**config.mk**
```make
export PLATFORM = sky130hd
export DESIGN_NAME = ballot_collector
export DESIGN_NICKNAME = d
export VERILOG_FILES = /design/src/rtl/vote_pkg.sv /design/src/rtl/ballot_check.sv /design/src/rtl/ballot_collector.sv
export SDC_FILE = /design/constraint.sdc
export NUM_CORES = 1
export LEC_CHECK = 0
export BUFFER_PORTS_ARGS = -buffer_cell sky130_fd_sc_hd__buf_2
export CAP_MARGIN = 20
export CELL_PAD_IN_SITES_DETAIL_PLACEMENT = 1
export CELL_PAD_IN_SITES_GLOBAL_PLACEMENT = 1
export CORE_MARGIN = 3
export CORE_UTILIZATION = 35
export DETAILED_ROUTE_END_ITERATION = 16
export MAX_ROUTING_LAYER = met4
export PLACE_DENSITY_LB_ADDON = 0.1
export SYNTH_ARGS = -nofsm -noshare
export SYNTH_HDL_FRONTEND = slang
export SYNTH_HIERARCHICAL = 1
export SYNTH_SLANG_ARGS = --single-unit
export TNS_END_PERCENT = 10
```
**constraint.sdc**
```tcl
create_clock -name clk -period 2 [get_ports clk]
set_clock_uncertainty 0.05 [all_clocks]
set_input_delay 0.4 -clock clk [delete_from_list [all_inputs] [get_ports clk]]
set_output_delay 0.4 -clock clk [all_outputs]
set_load 0.1 [all_outputs]
```
**src/rtl/vote_pkg.sv**
```systemverilog
// -----------------------------------------------------------------------------
// vote_pkg
// Shared definitions for the vote stage: ballot collector and vote decoder.
//   N_VOTERS  voters per round (slots A..E)
//   CAND_W    one-hot candidate code width
//   ID_W      voter index width
//   CAND_0..2 the three legal candidate codes
//   state_t   collector state (COLLECT, PRESENT)
// -----------------------------------------------------------------------------
package vote_pkg;

   localparam int N_VOTERS = 5;
   localparam int CAND_W   = 3;
   localparam int ID_W     = 3;
   localparam int CNT_W    = 8;

   localparam logic [CAND_W-1:0] CAND_0    = 3'b001;
   localparam logic [CAND_W-1:0] CAND_1    = 3'b010;
   localparam logic [CAND_W-1:0] CAND_2    = 3'b100;
   localparam logic [CAND_W-1:0] CAND_NONE = 3'b000;

   typedef enum logic {
      COLLECT = 1'b0,
      PRESENT = 1'b1
   } state_t;

   // A ballot is legal only when it is exactly one of the candidate codes.
   function automatic logic is_candidate(input logic [CAND_W-1:0] code);
      return (code == CAND_0) || (code == CAND_1) || (code == CAND_2);
   endfunction

   // One-hot select of a voter slot; ids at or above N_VOTERS shift out to 0.
   function automatic logic [N_VOTERS-1:0] voter_sel(input logic [ID_W-1:0] id);
      logic [N_VOTERS-1:0] one;
      one = {{(N_VOTERS-1){1'b0}}, 1'b1};
      return one << id;
   endfunction

endpackage

```
**src/rtl/ballot_check.sv**
```systemverilog
// -----------------------------------------------------------------------------
// ballot_check
// Combinational legality check for one offered ballot.
//   ballot     in  candidate code, must be exactly one-hot
//   voter_id   in  voter index, must be below N_VOTERS
//   voted      in  per-voter flags of ballots already stored this round
//   accept_ok  out ballot may be stored
// -----------------------------------------------------------------------------
module ballot_check
   import vote_pkg::*;
(
   input  logic [CAND_W-1:0]   ballot,
   input  logic [ID_W-1:0]     voter_id,
   input  logic [N_VOTERS-1:0] voted,
   output logic                accept_ok
);

   logic                code_ok;
   logic                id_ok;
   logic                repeat_vote;
   logic [N_VOTERS-1:0] sel;

   always_comb begin
      sel         = voter_sel(voter_id);
      code_ok     = is_candidate(ballot);
      id_ok       = (voter_id < ID_W'(N_VOTERS));
      // Out-of-range ids give an all-zero select, so this term is 0 for them
      // and id_ok alone refuses the ballot.
      repeat_vote = |(voted & sel);
      accept_ok   = code_ok && id_ok && !repeat_vote;
   end

endmodule

```
**src/rtl/ballot_collector.sv**
```systemverilog
// -----------------------------------------------------------------------------
// ballot_collector
// Front end of the vote stage. Accepts ballots over valid/ready, checks each
// one, stores it in its voter's slot, and presents all five slots on A..E with
// round_valid once every voter has cast a legal ballot. The round is held until
// round_ack (counted in round_cnt) or discarded by round_abort.
//   clk           in  clock, rising edge
//   rst           in  synchronous active-high reset
//   ballot_valid  in  ballot offered this cycle
//   ballot        in  one-hot candidate code
//   voter_id      in  voter index, 0..4 -> A..E
//   ballot_ready  out collector accepts ballots this cycle
//   round_ack     in  consumer has taken the presented round
//   round_abort   in  discard the partial or presented round
//   A..E          out stored ballots, 000 = empty slot
//   round_valid   out all five slots filled and frozen
//   reject        out one-cycle pulse: previous offered ballot was refused
//   round_cnt     out acknowledged rounds, wraps 255 -> 0
// -----------------------------------------------------------------------------
module ballot_collector
   import vote_pkg::*;
(
   input  logic              clk,
   input  logic              rst,
   input  logic              ballot_valid,
   input  logic [CAND_W-1:0] ballot,
   input  logic [ID_W-1:0]   voter_id,
   output logic              ballot_ready,
   input  logic              round_ack,
   input  logic              round_abort,
   output logic [CAND_W-1:0] A,
   output logic [CAND_W-1:0] B,
   output logic [CAND_W-1:0] C,
   output logic [CAND_W-1:0] D,
   output logic [CAND_W-1:0] E,
   output logic              round_valid,
   output logic              reject,
   output logic [CNT_W-1:0]  round_cnt
);

   state_t              state_q;
   state_t              state_d;
   logic [CAND_W-1:0]   slot_q [N_VOTERS];
   logic [N_VOTERS-1:0] voted_q;
   logic [N_VOTERS-1:0] voted_next;
   logic [N_VOTERS-1:0] sel;
   logic [CNT_W-1:0]    round_cnt_q;
   logic                reject_q;
   logic                reject_d;
   logic                accept_ok;
   logic                offered;
   logic                accept;
   logic                clear_round;
   logic                count_round;

   ballot_check u_check (
      .ballot    (ballot),
      .voter_id  (voter_id),
      .voted     (voted_q),
      .accept_ok (accept_ok)
   );

   // Ready comes from the state register (and reset) only, so upstream never
   // sees a combinational path from ballot_valid or the ballot contents.
   assign ballot_ready = (state_q == COLLECT) && !rst;

   always_comb begin
      sel         = voter_sel(voter_id);
      voted_next  = voted_q | sel;
      offered     = ballot_valid && ballot_ready;
      // Abort outranks acceptance: a ballot offered alongside an abort is
      // dropped silently, without a reject pulse.
      accept      = offered && accept_ok && !round_abort;
      reject_d    = offered && !accept_ok && !round_abort;
   end

   // Next-state and round control.
   always_comb begin
      state_d     = state_q;
      clear_round = 1'b0;
      count_round = 1'b0;
      case (state_q)
         COLLECT: begin
            if (round_abort) begin
               clear_round = 1'b1;
            end else if (accept && (&voted_next)) begin
               state_d = PRESENT;
            end
         end
         PRESENT: begin
            if (round_abort) begin
               clear_round = 1'b1;
               state_d     = COLLECT;
            end else if (round_ack) begin
               clear_round = 1'b1;
               count_round = 1'b1;
               state_d     = COLLECT;
            end
         end
         default: begin
            clear_round = 1'b1;
            state_d     = COLLECT;
         end
      endcase
   end

   always_ff @(posedge clk) begin
      if (rst) begin
         state_q     <= COLLECT;
         voted_q     <= '0;
         reject_q    <= 1'b0;
         round_cnt_q <= '0;
         for (int i = 0; i < N_VOTERS; i++) begin
            slot_q[i] <= CAND_NONE;
         end
      end else begin
         state_q  <= state_d;
         reject_q <= reject_d;
         if (clear_round) begin
            voted_q <= '0;
            for (int i = 0; i < N_VOTERS; i++) begin
               slot_q[i] <= CAND_NONE;
            end
         end else if (accept) begin
            voted_q <= voted_next;
            for (int i = 0; i < N_VOTERS; i++) begin
               if (sel[i]) begin
                  slot_q[i] <= ballot;
               end
            end
         end
         if (count_round) begin
            round_cnt_q <= round_cnt_q + 1'b1;
         end
      end
   end

   assign A           = slot_q[0];
   assign B           = slot_q[1];
   assign C           = slot_q[2];
   assign D           = slot_q[3];
   assign E           = slot_q[4];
   assign round_valid = (state_q == PRESENT);
   assign reject      = reject_q;
   assign round_cnt   = round_cnt_q;

endmodule

```
# Word-level counts from Yosys, hierarchy flattened
# Memories as Yosys holds them, arrays and structs flattened.
# Index checks and enable logic that the tools add are counted.
# totals
ff_bits,15
ram_bits,15
wordCells,93
memories,1
# memory_table
memory,depth,word_bits,rd,rd_clocked_by_memory_dff,write_ports,line_no,rtl
slot_q,5,3,5,0,5,ballot_collector.sv:43,logic [CAND_W-1:0] slot_q [N_VOTERS];
# op_classes
add_sub_neg,1
order_cmp,1
eq_ne,3
n_shift,1
mux,51
bitwise,13
n_reduce_logical,18
# op_table
operator,count
2-to-1 mux 1 bit,39
2-to-1 mux 3 bit,10
bitwise OR 1 bit,10
logical AND 1 bit,9
adder 8 x 1 -> 8 bit (second input constant),1
AND 5 bit,1
bitwise OR 5 bit,1
AND reduction 5 bit,1
OR reduction 5 bit,1
<< shifter 1 x 3 -> 5 bit (first input constant),1
logical NOT 1 bit,4
case mux 1 bit (2 select lines),2
== test 3 x 1 -> 1 bit (second input constant),1
== test 3 x 2 -> 1 bit (second input constant),1
== test 3 bit (second input constant),1
less-than comparator 3 bit (second input constant),1
logical OR 1 bit,2
OR reduction 2 bit,1
NOT 1 bit,1

# Longest topological paths before layout
# logic_depth
ltp_word,12
ltp_mapped,7
ltp_nobuf,7

# Modules after synthesis
# The synthesis kept the hierarchy.
# modules_own_cells
module,n_inst,cells_per_inst,area_each_um2
ballot_collector,1,110,1238.7
ballot_check,1,7,62.6

# Worst setup path after synthesis
# No wires, ideal clock.
# synth_path
kind,flip-flop to output port
from,"reg state_q, in the netlist round_valid"
to,out ballot_ready
arrival_ns,2.163
required_ns,1.550
setup_slack_ns,-0.613
path_stages_with_launch,2
path_cell_list,dfxtp_1 -> nor2_1
# synth_between
elab_chain_cells,2
# synth_rtl
element,line_no,rtl
start: declaration,ballot_collector.sv:41,state_t state_q;
start signal: assignment,ballot_collector.sv:117,state_q <= state_d;
NOT 1 bit,-,
logical AND 1 bit,ballot_collector.sv:65,assign ballot_ready = (state_q == COLLECT) && !rst;
end: declaration,ballot_collector.sv:28,"output logic ballot_ready,"
# Every way passes these cells.

==> results.md <==
- Slew margin rel.: between 60% and 70%
- Syn Inst Count: between 100 and 150
- Filler Cells Inserted: around 420
- Worst r2r dst: slot_q[0][11]
- Leakage power: between 0.7 and 0.8 nW
- First-pass GRT wire length: approximately 5300 um
- WP data arrival: just under 2000 ps
- CP Class: input port to flop
- Height of the die: approximately 67 um
- FF/Latch Area: 751 um2
- Total GRT Usage: between 15 and 20%
- Critical R2R Launch: voted_q[3]
- Wire length after detailed routing: 3160 um
- Via Count: roughly 1.1k
- Post-route ant nets: 0
- CP Data Required Time: between 1500 and 2000 ps
- Share of cells above drive strength 1: 43.7%
- Die ar.: between 4000 and 5000 um2
- Critical Path End: slot_q[0][11]
- Dpl cell area: roughly 1700 um2
- Setup Buffers After CTS: 0
- Layout Nets: roughly 190
- CTS tree: yes
- Cell row count: 21
- Post-synthesis sequential area ratio: between 50 and 60%
- Least-Margin Pin Slew: 502 ps
- Number of synthesized flops with an enable pin: 15
- CTS root buffer: clkbuf_8
- VDD IR max: 0.000333 V
- Final WS setup: -2.81 ps
- CTS Buffer Depth: 2
- Async SR Flop Fraction: 0%
- Port bufs: 36
- Combinational power share: a little under a fifth
- Failing checks: setup timing
- H-tree levels: 2
- Wirelength per Cell: 14.4 um
- Clock network power share: between 30% and 40%
- Fmax: between 400 and 500 MHz
- CORE AREA: between 3000 and 4000 um2
- DR pass1 iterations: 4
- Setup repair after global routing missed its margin: yes
- Sequential share of power: between 40% and 50%
- Tmin final: between 2000 and 2500 ps
- CTS buffer count: 5
- DRC: 0
- Min-delay worst type: input port to flop
- Antenna Cells: 0
- Number of global-route vias before repair: 1066
- Endpoint class of the critical path: flop
- Reg clk slew, reported paths: ~60 ps
- Crit path max fanout: 3
- Initial antenna violation count: 0
- Die Width: roughly 67 um
- Area grow syn2layout: 35.8%
- Pwr Density: between 700 and 800 nW/um2
- Worst reg-to-reg setup slack: -3 ps
- Switching portion of total power: a little under a third
- Pint: 0.951 mW
- Via density: between 4 and 5
- Final max-slew violation count: 0
- Psw: 0.428 mW
- Synth Cell Area: 1300 um2
- Cell count of the worst reg-to-reg path: 6
- IO Pins: 37
- Syn Nets: about 130
- Initial Util: 37.5%
- Average cell area after synthesis: ~11 um2
- Aggregate global routing overflow: 0
- Post-synthesis register bit count: 30
- Area of the multi-input gates: approximately 570 um2
- Max Cap Violations: 0
- Primary FF master, synth: edfxtp_1
- Final instance area: ~1800 um2
- Largest net degree at the start of global routing: 11
- Dpl ws: -357 ps
- Area leader, netlist: edfxtp_1
- Worst setup startpoint: voter_id[0]
- Final hold vios: 0
- Post-route clock period utilization: 100%
- Dpl hpwl: 2400 um
- Outcome: finished, violations left
- Yosys warning total: 6
- Final setup viols: 1
- Synth top area share: between 30% and 40%
- Worst skew pair latency: 280 ps
- Crit path launch type: input port
- Synth area leaders: edfxtp_1 35%, dfxtp_1 23%, nand2_1 5.8%
- Sink Count: 30
- Iter 0 DRT Violations: between 40 and 50
- Placer Congestion: 0.747
- Unique masters post-synth: 34
==> how the worst min path moves through the flow <==
stage	cells past startpoint	endpoint	start
global route	3	reject	round_abort
CTS	3	reject	round_abort
floorplan	2	voted_q[0]	voted_q[0]
finish	3	reject	round_abort
global placement	2	voted_q[1]	voted_q[1]
detailed placement	2	voted_q[4]	voted_q[4]
==> sequential cells by signal, indices dropped and copies added, names as in the netlist <==
register     cells
round_valid      1
round_cnt        8
slot_q          15
voted_q          5
reject           1
==> worst max-delay path: stages <==
cell      delay (ps)
buf_2            110
buf_4            130
nor3_1           240
o221ai_1         200
a21oi_2          190
nand2_2           90
nor4_4           200
nand2_2          150
o21ai_2          210
==> kinds of logic (layout without fill, tap and decap cells) <==
kind of cell,count (synthesis),in the layout,synth area share (%)
and+or+nand+nor,52,52,23.9
buffers and inverters,7,64,2.11
xor gates and xnor gates,7,7,4.71
adders and majority gates,1,1,0.961
DFF,30,30,57.7
AOI/OAI and AO/OA,19,19,8.85
muxes,1,1,1.73
==> power groups by stage <==
| stage | Combinational (mW) | Sequential (mW) | Clock [mW] |
|---|---|---|---|
| 2_1_floorplan | 0.0435 | 0.826 | 0 |
| 3_3_place_gp | 0.248 | 0.681 | 0 |
| 3_5_place_dp | 0.250 | 0.682 | 0 |
| 4_1_cts | 0.257 | 0.669 | 0.464 |
| 5_1_grt | 0.267 | 0.670 | 0.496 |
| 6_report | 0.256 | 0.669 | 0.454 |
==> cell usage after synthesis (2+ instances only) <==
cell / number
edfxtp_1: 15
nor3b_1: 2
nand2_1: 20
o21ai_1: 7
dfxtp_1: 15
a21oi_2: 3
nor2_1: 8
xnor2_1: 4
inv_1: 5
o21ai_0: 4
nor3_2: 2
xor2_1: 3
a21oi_1: 2
nand3_1: 5
and2_1: 3
==> cells in the final DEF, fill, tap and decap left out, types with 2 or more instances in the layout <==
| cell type | Yosys | final |
|---|---|---|
| a21oi_1 | 2 | 2 |
| a21oi_2 | 3 | 3 |
| and2_1 | 3 | 3 |
| buf_2 | 1 | 36 |
| buf_4 | 0 | 15 |
| clkbuf_8 | 0 | 5 |
| dfxtp_1 | 15 | 15 |
| edfxtp_1 | 15 | 15 |
| inv_1 | 5 | 5 |
| nand2_1 | 20 | 17 |
| nand2_2 | 0 | 3 |
| nand3_1 | 5 | 5 |
| nor2_1 | 8 | 7 |
| nor3_2 | 2 | 2 |
| nor3b_1 | 2 | 2 |
| nor4_4 | 1 | 2 |
| o21ai_0 | 4 | 4 |
| o21ai_1 | 7 | 4 |
| o21ai_2 | 0 | 2 |
| xnor2_1 | 4 | 4 |
| xor2_1 | 3 | 3 |
==> layer usage <==
metal,share of wire (%),up-vias,global-route usage [%]
met2,45,40,25.2
met4,1.4,0,5.32
met5,0,-,-
li1,-,527,-
met3,7.6,4,6.58
met1,46,502,21.5
==> timing repair <==
action | in CTS | in global routing
endpoints found under the hold margin | 0 | 0
gates resized for setup | 8 | 0
setup endpoints to repair | 12 | 12
pin swaps | 1 | 0
hold buffers | 0 | 0
==> area by class of cell <==
cell class / count / area share [%]
clock buffer: 6 / 4.11
multi-input combinational: 80 / 32.0
timing repair buffer: 51 / 16.6
inverter: 5 / 1.06
tap: 46 / 3.26
clock inverter: 2 / 0.496
sequential: 30 / 42.5
==> stage by stage <==
stage	hold slack, ps	TNS [ps]	cells	total power [mW]	utilization (%)
2_1_floorplan	379	-756	117	0.869	-
3_3_place_gp	422	-2540	212	0.928	47.6
3_5_place_dp	429	-4250	212	0.932	47.6
4_1_cts	417	-17.1	220	1.39	50.9
5_1_grt	453	-1510	220	1.43	50.9
6_report	419	-2.81	220	1.38	50.9
Power figures use the tool's default switching activity.
